### src/rtl/cdb_arbiter.sv
// Common data bus arbiter: per-FU result queues feeding one registered
// broadcast bus. Round-robin grant order, optional mispredict priority,
// ROB flush and sticky overflow flags.
//
// Handshake: a result transfers into queue i on a rising edge where
// in_fu_done[i] and out_fu_ready[i] are both 1. out_fu_ready[i] is taken
// from the registered queue count only and never looks at in_fu_done.
// A result offered while out_fu_ready[i] is 0 is dropped and out_err[i]
// is set. The broadcast side has no backpressure: out_cdb_done is high for
// exactly one cycle per result.
module cdb_arbiter #(
    parameter int NUM_FU       = 4,
    parameter int QDEPTH       = 2,
    parameter int VAL_W        = 64,
    parameter int ROB_IDX_W    = 4,
    parameter int MISPRED_PRIO = 1
) (
    input  logic                        in_clk,
    input  logic                        in_rst,
    input  logic [NUM_FU-1:0]           in_fu_done,
    input  logic [NUM_FU*ROB_IDX_W-1:0] in_fu_dst_rob_index,
    input  logic [NUM_FU*VAL_W-1:0]     in_fu_value,
    input  logic [NUM_FU-1:0]           in_fu_set_nzcv,
    input  logic [NUM_FU*4-1:0]         in_fu_nzcv,
    input  logic [NUM_FU-1:0]           in_fu_is_mispred,
    output logic [NUM_FU-1:0]           out_fu_ready,
    input  logic                        in_rob_flush,
    output logic                        out_cdb_done,
    output logic [ROB_IDX_W-1:0]        out_cdb_rob_index,
    output logic [VAL_W-1:0]            out_cdb_value,
    output logic                        out_cdb_set_nzcv,
    output logic [3:0]                  out_cdb_nzcv,
    output logic                        out_cdb_is_mispred,
    output logic [$clog2(NUM_FU)-1:0]   out_cdb_fu_id,
    output logic [NUM_FU-1:0]           out_err
);

    localparam int FU_ID_W = $clog2(NUM_FU);
    localparam int PTR_W   = (QDEPTH > 1) ? $clog2(QDEPTH) : 1;
    localparam int CNT_W   = $clog2(QDEPTH + 1);

    // Unpacked views of the flat FU input buses
    logic [ROB_IDX_W-1:0] w_in_idx  [NUM_FU];
    logic [VAL_W-1:0]     w_in_val  [NUM_FU];
    logic [3:0]           w_in_nzcv [NUM_FU];

    // Queue storage and control
    logic [ROB_IDX_W-1:0] r_q_idx  [NUM_FU][QDEPTH];
    logic [VAL_W-1:0]     r_q_val  [NUM_FU][QDEPTH];
    logic                 r_q_setf [NUM_FU][QDEPTH];
    logic [3:0]           r_q_nzcv [NUM_FU][QDEPTH];
    logic                 r_q_misp [NUM_FU][QDEPTH];
    logic [PTR_W-1:0]     r_wptr   [NUM_FU];
    logic [PTR_W-1:0]     r_rptr   [NUM_FU];
    logic [CNT_W-1:0]     r_count  [NUM_FU];

    // Queue heads
    logic [ROB_IDX_W-1:0] w_head_idx  [NUM_FU];
    logic [VAL_W-1:0]     w_head_val  [NUM_FU];
    logic                 w_head_setf [NUM_FU];
    logic [3:0]           w_head_nzcv [NUM_FU];
    logic                 w_head_misp [NUM_FU];

    logic [NUM_FU-1:0]    w_ready;
    logic [NUM_FU-1:0]    w_nonempty;
    logic [NUM_FU-1:0]    w_push;
    logic [NUM_FU-1:0]    w_pop;

    // Arbitration
    logic [FU_ID_W-1:0]   r_rr_ptr;
    logic                 w_arb_valid;
    logic                 w_grant_valid;
    logic [FU_ID_W-1:0]   w_grant_id;
    logic [FU_ID_W:0]     w_scan_sum;
    logic [FU_ID_W-1:0]   w_scan_id;
    logic [FU_ID_W-1:0]   w_rr_next;

    // Broadcast registers
    logic                 r_cdb_done;
    logic [ROB_IDX_W-1:0] r_cdb_idx;
    logic [VAL_W-1:0]     r_cdb_val;
    logic                 r_cdb_setf;
    logic [3:0]           r_cdb_nzcv;
    logic                 r_cdb_misp;
    logic [FU_ID_W-1:0]   r_cdb_fu_id;
    logic [NUM_FU-1:0]    r_err;

    genvar g;
    generate
        for (g = 0; g < NUM_FU; g++) begin : g_fu
            assign w_in_idx[g]    = in_fu_dst_rob_index[g*ROB_IDX_W +: ROB_IDX_W];
            assign w_in_val[g]    = in_fu_value[g*VAL_W +: VAL_W];
            assign w_in_nzcv[g]   = in_fu_nzcv[g*4 +: 4];

            assign w_head_idx[g]  = r_q_idx[g][r_rptr[g]];
            assign w_head_val[g]  = r_q_val[g][r_rptr[g]];
            assign w_head_setf[g] = r_q_setf[g][r_rptr[g]];
            assign w_head_nzcv[g] = r_q_nzcv[g][r_rptr[g]];
            assign w_head_misp[g] = r_q_misp[g][r_rptr[g]];

            // Ready is purely registered so FUs never see a combinational path
            assign w_ready[g]     = (r_count[g] < CNT_W'(QDEPTH));
            assign w_nonempty[g]  = (r_count[g] != '0);
            assign w_push[g]      = in_fu_done[g] && w_ready[g] && !in_rob_flush;
            assign w_pop[g]       = w_grant_valid && (w_grant_id == FU_ID_W'(g));
        end
    endgenerate

    // Grant selection: mispredicting heads first (lowest index), else round-robin
    always_comb begin
        w_arb_valid = 1'b0;
        w_grant_id  = '0;
        w_scan_sum  = '0;
        w_scan_id   = '0;
        if (MISPRED_PRIO != 0) begin
            for (int i = NUM_FU - 1; i >= 0; i--) begin
                if (w_nonempty[i] && w_head_misp[i]) begin
                    w_arb_valid = 1'b1;
                    w_grant_id  = FU_ID_W'(i);
                end
            end
        end
        if (!w_arb_valid) begin
            for (int k = 0; k < NUM_FU; k++) begin
                w_scan_sum = {1'b0, r_rr_ptr} + (FU_ID_W+1)'(k);
                if (w_scan_sum >= (FU_ID_W+1)'(NUM_FU)) begin
                    w_scan_sum = w_scan_sum - (FU_ID_W+1)'(NUM_FU);
                end
                w_scan_id = w_scan_sum[FU_ID_W-1:0];
                if (!w_arb_valid && w_nonempty[w_scan_id]) begin
                    w_arb_valid = 1'b1;
                    w_grant_id  = w_scan_id;
                end
            end
        end
    end

    // A flush cancels any grant in its cycle
    assign w_grant_valid = w_arb_valid && !in_rob_flush;
    assign w_rr_next     = (w_grant_id == FU_ID_W'(NUM_FU - 1)) ? '0 : w_grant_id + FU_ID_W'(1);

    // Queue pointers and occupancy counts
    always_ff @(posedge in_clk) begin
        if (in_rst || in_rob_flush) begin
            for (int i = 0; i < NUM_FU; i++) begin
                r_count[i] <= '0;
                r_wptr[i]  <= '0;
                r_rptr[i]  <= '0;
            end
        end else begin
            for (int i = 0; i < NUM_FU; i++) begin
                if (w_push[i]) begin
                    r_wptr[i] <= (r_wptr[i] == PTR_W'(QDEPTH - 1)) ? '0 : r_wptr[i] + PTR_W'(1);
                end
                if (w_pop[i]) begin
                    r_rptr[i] <= (r_rptr[i] == PTR_W'(QDEPTH - 1)) ? '0 : r_rptr[i] + PTR_W'(1);
                end
                if (w_push[i] && !w_pop[i]) begin
                    r_count[i] <= r_count[i] + CNT_W'(1);
                end else if (w_pop[i] && !w_push[i]) begin
                    r_count[i] <= r_count[i] - CNT_W'(1);
                end
            end
        end
    end

    // Queue payload storage; contents are don't-care while a slot is empty
    always_ff @(posedge in_clk) begin
        for (int i = 0; i < NUM_FU; i++) begin
            if (w_push[i] && !in_rst) begin
                r_q_idx[i][r_wptr[i]]  <= w_in_idx[i];
                r_q_val[i][r_wptr[i]]  <= w_in_val[i];
                r_q_setf[i][r_wptr[i]] <= in_fu_set_nzcv[i];
                r_q_nzcv[i][r_wptr[i]] <= w_in_nzcv[i];
                r_q_misp[i][r_wptr[i]] <= in_fu_is_mispred[i];
            end
        end
    end

    // Round-robin pointer advances past each granted FU; flush leaves it alone
    always_ff @(posedge in_clk) begin
        if (in_rst) begin
            r_rr_ptr <= '0;
        end else if (w_grant_valid) begin
            r_rr_ptr <= w_rr_next;
        end
    end

    // Broadcast register: payload holds when nothing is granted
    always_ff @(posedge in_clk) begin
        if (in_rst) begin
            r_cdb_done  <= 1'b0;
            r_cdb_idx   <= '0;
            r_cdb_val   <= '0;
            r_cdb_setf  <= 1'b0;
            r_cdb_nzcv  <= '0;
            r_cdb_misp  <= 1'b0;
            r_cdb_fu_id <= '0;
        end else begin
            r_cdb_done <= w_grant_valid;
            if (w_grant_valid) begin
                r_cdb_idx   <= w_head_idx[w_grant_id];
                r_cdb_val   <= w_head_val[w_grant_id];
                r_cdb_setf  <= w_head_setf[w_grant_id];
                r_cdb_nzcv  <= w_head_nzcv[w_grant_id];
                r_cdb_misp  <= w_head_misp[w_grant_id];
                r_cdb_fu_id <= w_grant_id;
            end
        end
    end

    // Sticky overflow flags, cleared only by reset
    always_ff @(posedge in_clk) begin
        if (in_rst) begin
            r_err <= '0;
        end else begin
            r_err <= r_err | (in_fu_done & ~w_ready);
        end
    end

    assign out_fu_ready       = w_ready;
    assign out_cdb_done       = r_cdb_done;
    assign out_cdb_rob_index  = r_cdb_idx;
    assign out_cdb_value      = r_cdb_val;
    assign out_cdb_set_nzcv   = r_cdb_setf;
    assign out_cdb_nzcv       = r_cdb_nzcv;
    assign out_cdb_is_mispred = r_cdb_misp;
    assign out_cdb_fu_id      = r_cdb_fu_id;
    assign out_err            = r_err;

endmodule

### config.mk
export PLATFORM = sky130hd
export DESIGN_NAME = cdb_arbiter
export DESIGN_NICKNAME = d
export VERILOG_FILES = /design/src/rtl/cdb_arbiter.sv
export SDC_FILE = /design/constraint.sdc
export NUM_CORES = 1
export LEC_CHECK = 0
export ABC_AREA = 1
export BUFFER_PORTS_ARGS = -buffer_cell sky130_fd_sc_hd__buf_2
export CAP_MARGIN = 20
export CORE_ASPECT_RATIO = 0.75
export CORE_MARGIN = 5
export CORE_UTILIZATION = 57
export CTS_CLUSTER_DIAMETER = 60
export CTS_CLUSTER_SIZE = 20
export DETAILED_ROUTE_END_ITERATION = 10
export PLACE_DENSITY = 0.86
export SLEW_MARGIN = 40
export SYNTH_ARGS = -nofsm -noshare
export SYNTH_HDL_FRONTEND = slang
export SYNTH_SLANG_ARGS = --single-unit
### constraint.sdc
create_clock -name in_clk -period 6 [get_ports in_clk]
set_input_delay 0.6 -clock in_clk [delete_from_list [all_inputs] [get_ports in_clk]]
set_output_delay 0.6 -clock in_clk [all_outputs]
set_load 0.03 [all_outputs]
==> results by group <==
Critical path
  • Worst setup path start: r_rptr[0]
  • Crit path kind: reg -> reg
  • Crit Reg-Reg Startpoint: r_rptr[0]
  • WP data required: ~6.5 ns
  • Crit-path max FO: 40
  • Crit path launch type: flop
  • FF-to-FF setup slack: approximately 1.7 ns
  • Reg2Reg Depth: 15
  • RR Endpoint: out_cdb_value[55]
  • Worst setup path endpoint: out_cdb_value[55]
  • Worst setup EP type: flop
  • Critical Path AT: between 4 and 5 ns

Clocking
  • CTS resizes: 0
  • H-tree depth: 2
  • CTS Buf Count: between 40 and 50
  • Worst-path clk slew: roughly 0.08 ns
  • TritonCTS clock tree: done
  • Clk buf depth: 3
  • Cts hold-fix bufs: 0
  • Clock sink total: 691
  • CTS root buffer: clkbuf_16
  • Clk_lat worst skew: 0.57 ns
  • Post-CTS setup buffers: 0

Logic synthesis
  • Cells after synthesis: between 2000 and 2500
  • EDFF count, synth: between 600 and 700
  • Post-synth top flop: edfxtp_1
  • Asr flop ratio synth: 0%
  • Post-synthesis cell type count: 28
  • Yosys warning count: 0
  • Synthesized area per cell: roughly 13 sq um
  • Post-synthesis sequential area ratio: a little under three quarters
  • Ranking of synthesized cells by area: edfxtp_1, mux2i_1, nand2_1
  • Synth top area share: roughly two thirds
  • Syn nets: 2477
  • Cell with the most instances after synthesis: edfxtp_1
  • Post-Syn Area: 27800 sq um
  • Synth top cells by count: edfxtp_1, nand2_1, nand3_1, mux2i_1, inv_1
  • Post-synth top area cell: edfxtp_1
  • Register bit total from synthesis: around 700

Drt
  • Vias: approximately 19000
  • Drt total wl: about 73 mm
  • DRT iter0 DRCs: ~2200
  • DRT antenna net count: 0
  • DRC viols: 0
  • DR pass1 iterations: 6
  • WL per Instance: roughly 23 microns
  • Via density: between 5 and 6

Die
  • Core Footprint: 48500 sq um
  • Initial Util: between 50% and 60%
  • Die Y: between 200 and 250 microns
  • # IOs: slightly below 400
  • Die W: roughly 260 microns
  • FP Rows: 70
  • Die area: approximately 53000 sq um

Cells and area
  • Cell Count, Final, Fillers Out: 3222
  • FF+latch area: about 20000 sq um
  • Share of cells above drive strength 1: roughly 20%
  • Area of the multi-input gates: between 7000 and 8000 sq um
  • Fin util: approximately two thirds
  • Layout Nets: approximately 2800
  • Number of fill cells: between 3000 and 4000
  • P&R area growth vs syn: 14.9%
  • Final Cell Area: approximately 32000 sq um

Global routing
  • First-pass GRT wire length: between 100 and 150 mm
  • Tot GR Track Use: a little over a quarter
  • Largest net degree at the start of global routing: 80
  • Number of global-route vias before repair: 18800
  • Initial antenna violation count: 26
  • Grt total ovfl: 0

Placement
  • Placed cell count: ~3100
  • HPWL after DPL: between 40 and 50 mm
  • Input/output buffers: 387
  • Placed Area: about 31000 sq um
  • Routability cong.: roughly 0.86

Pwr
  • Gate power share: ~40%
  • Clock power frac: 20.6%
  • Switching Power: between 5 and 6 mW
  • Leakage: approximately 13 nW
  • Pwr per Cell Area: 462 nW/um^2
  • P_int: between 8 and 9 mW
  • Reg power frac: between 30% and 40%
  • Peak VDD IR: approximately 0.56 mV
  • Switch share: 40.4%

Timing
  • Hold slack: 0.208 ns
  • Max Clock Skew: 0.0221 ns
  • RSZ-0062 raised after global routing: false
  • Post-layout min period: ~4.3 ns
  • Final period utilization: ~70%
  • Slew HR: approximately 40%
  • Pins Over Slew Limit: 0
  • Fmax: 234 MHz
  • Worst-Margin Slew: a little under 0.9 ns
  • Endpoints failing hold: 0
  • Final TNS setup: 0 ns
  • Final setup viols: 0

Hold path
  • Hold Crit Class: in -> reg

Run status
  • Status: finished clean

Job
  • # Max-Cap Violations: 0
==> cell type report <==
type / instances / share of cell area [%]
flip-flops and latches: 691 / 62.3
multi-input cells: 1250 / 21.9
repair buffers: 423 / 7.50
clock buffers: 64 / 3.71
well taps: 648 / 2.54
inverters: 114 / 1.35
clock inverters: 14 / 0.505
diodes: 18 / 0.141
==> routing by layer <==
layer | vias up | wire, microns | global-route usage, %
li1 | 8400 | - | -
met1 | 9129 | 27900 | 35.4
met2 | 1031 | 35400 | 43.5
met3 | 151 | 7530 | 6.06
met4 | 20 | 2090 | 8.05
met5 | - | 146 | 0
==> worst max-delay path, stage by stage (launching register included) <==
cell      delay (ns)
edfxtp_1        0.40
buf_4           0.62
nand2_1         0.13
nand2_1         0.13
nand2_1         0.09
nand2_1         0.11
nor2_4          0.07
a21oi_1         0.18
nand4_1         0.19
nand2_1         0.61
nor2_1          0.20
inv_2           0.53
buf_4           0.58
nand2_1         0.15
nand2_1         0.10
inv_1           0.04
==> kinds of logic (layout without fill, tap and decap cells) <==
group	count (synthesis)	count (layout)	synth area share [%]
buffers and inverters	232	615	3.52
adders and majority gates	1	1	0.0450
and+or+nand+nor	952	952	14.7
other	0	18	0
DFF	691	691	71.7
AOI/OAI and AO/OA	35	35	0.644
muxes	262	262	9.43
==> cell usage in the layout, fill, tap and decap left out, drive strengths merged <==
| master | synthesis | final |
|---|---|---|
| inv | 112 | 117 |
| o21ai | 22 | 22 |
| diode | 0 | 18 |
| nor2 | 72 | 72 |
| o211ai | 1 | 1 |
| nand3 | 362 | 362 |
| nor3 | 5 | 5 |
| edfxtp | 608 | 608 |
| mux2i | 262 | 262 |
| nand4 | 8 | 8 |
| nand3b | 1 | 1 |
| buf | 67 | 422 |
| clkbuf | 51 | 65 |
| clkinvlp | 0 | 1 |
| ha | 1 | 1 |
| nand2 | 504 | 504 |
| a21oi | 11 | 11 |
| bufinv | 0 | 2 |
| clkinv | 2 | 8 |
| dfxtp | 83 | 83 |
| a31oi | 1 | 1 |
==> worst min path at each step <==
stage,from,end,slack (ns),depth (start not counted)
global route,in_fu_value[9],r_q_val[0][73],0.18,1
detailed placement,out_err[0],out_err[0],0.46,2
floorplan,r_count[3][1],out_err[3],0.47,2
global placement,out_err[2],out_err[2],0.45,2
CTS,in_fu_nzcv[12],r_q_nzcv[3][4],0.18,1
finish,in_fu_nzcv[12],r_q_nzcv[3][0],0.21,1
==> flip-flops by register name, indices dropped and copies added (netlist names), 8 cells and up <==
register	count
out_cdb_value	64
r_q_setf	8
r_count	8
r_q_nzcv	32
r_q_misp	8
r_q_val	512
r_q_idx	32
==> power by group through the flow <==
stage          Clock, mW  Sequential [mW]  Combinational, mW
6_report            3.04             5.80               5.91
5_1_grt             3.28             5.83               6.40
4_1_cts             3.08             5.79               5.84
3_5_place_dp           0             5.90               5.80
3_3_place_gp           0             5.89               5.56
2_1_floorplan          0             6.27               3.78
==> through the flow <==
step / power, mW / setup slack, ns
after CTS: 14.7 / 1.37
after global placement: 11.4 / 1.22
final: 14.8 / 1.72
after floorplan: 10.0 / 0.997
after detailed placement: 11.7 / 1.38
after global routing: 15.5 / 1.49
Power figures use the tool's default switching activity.
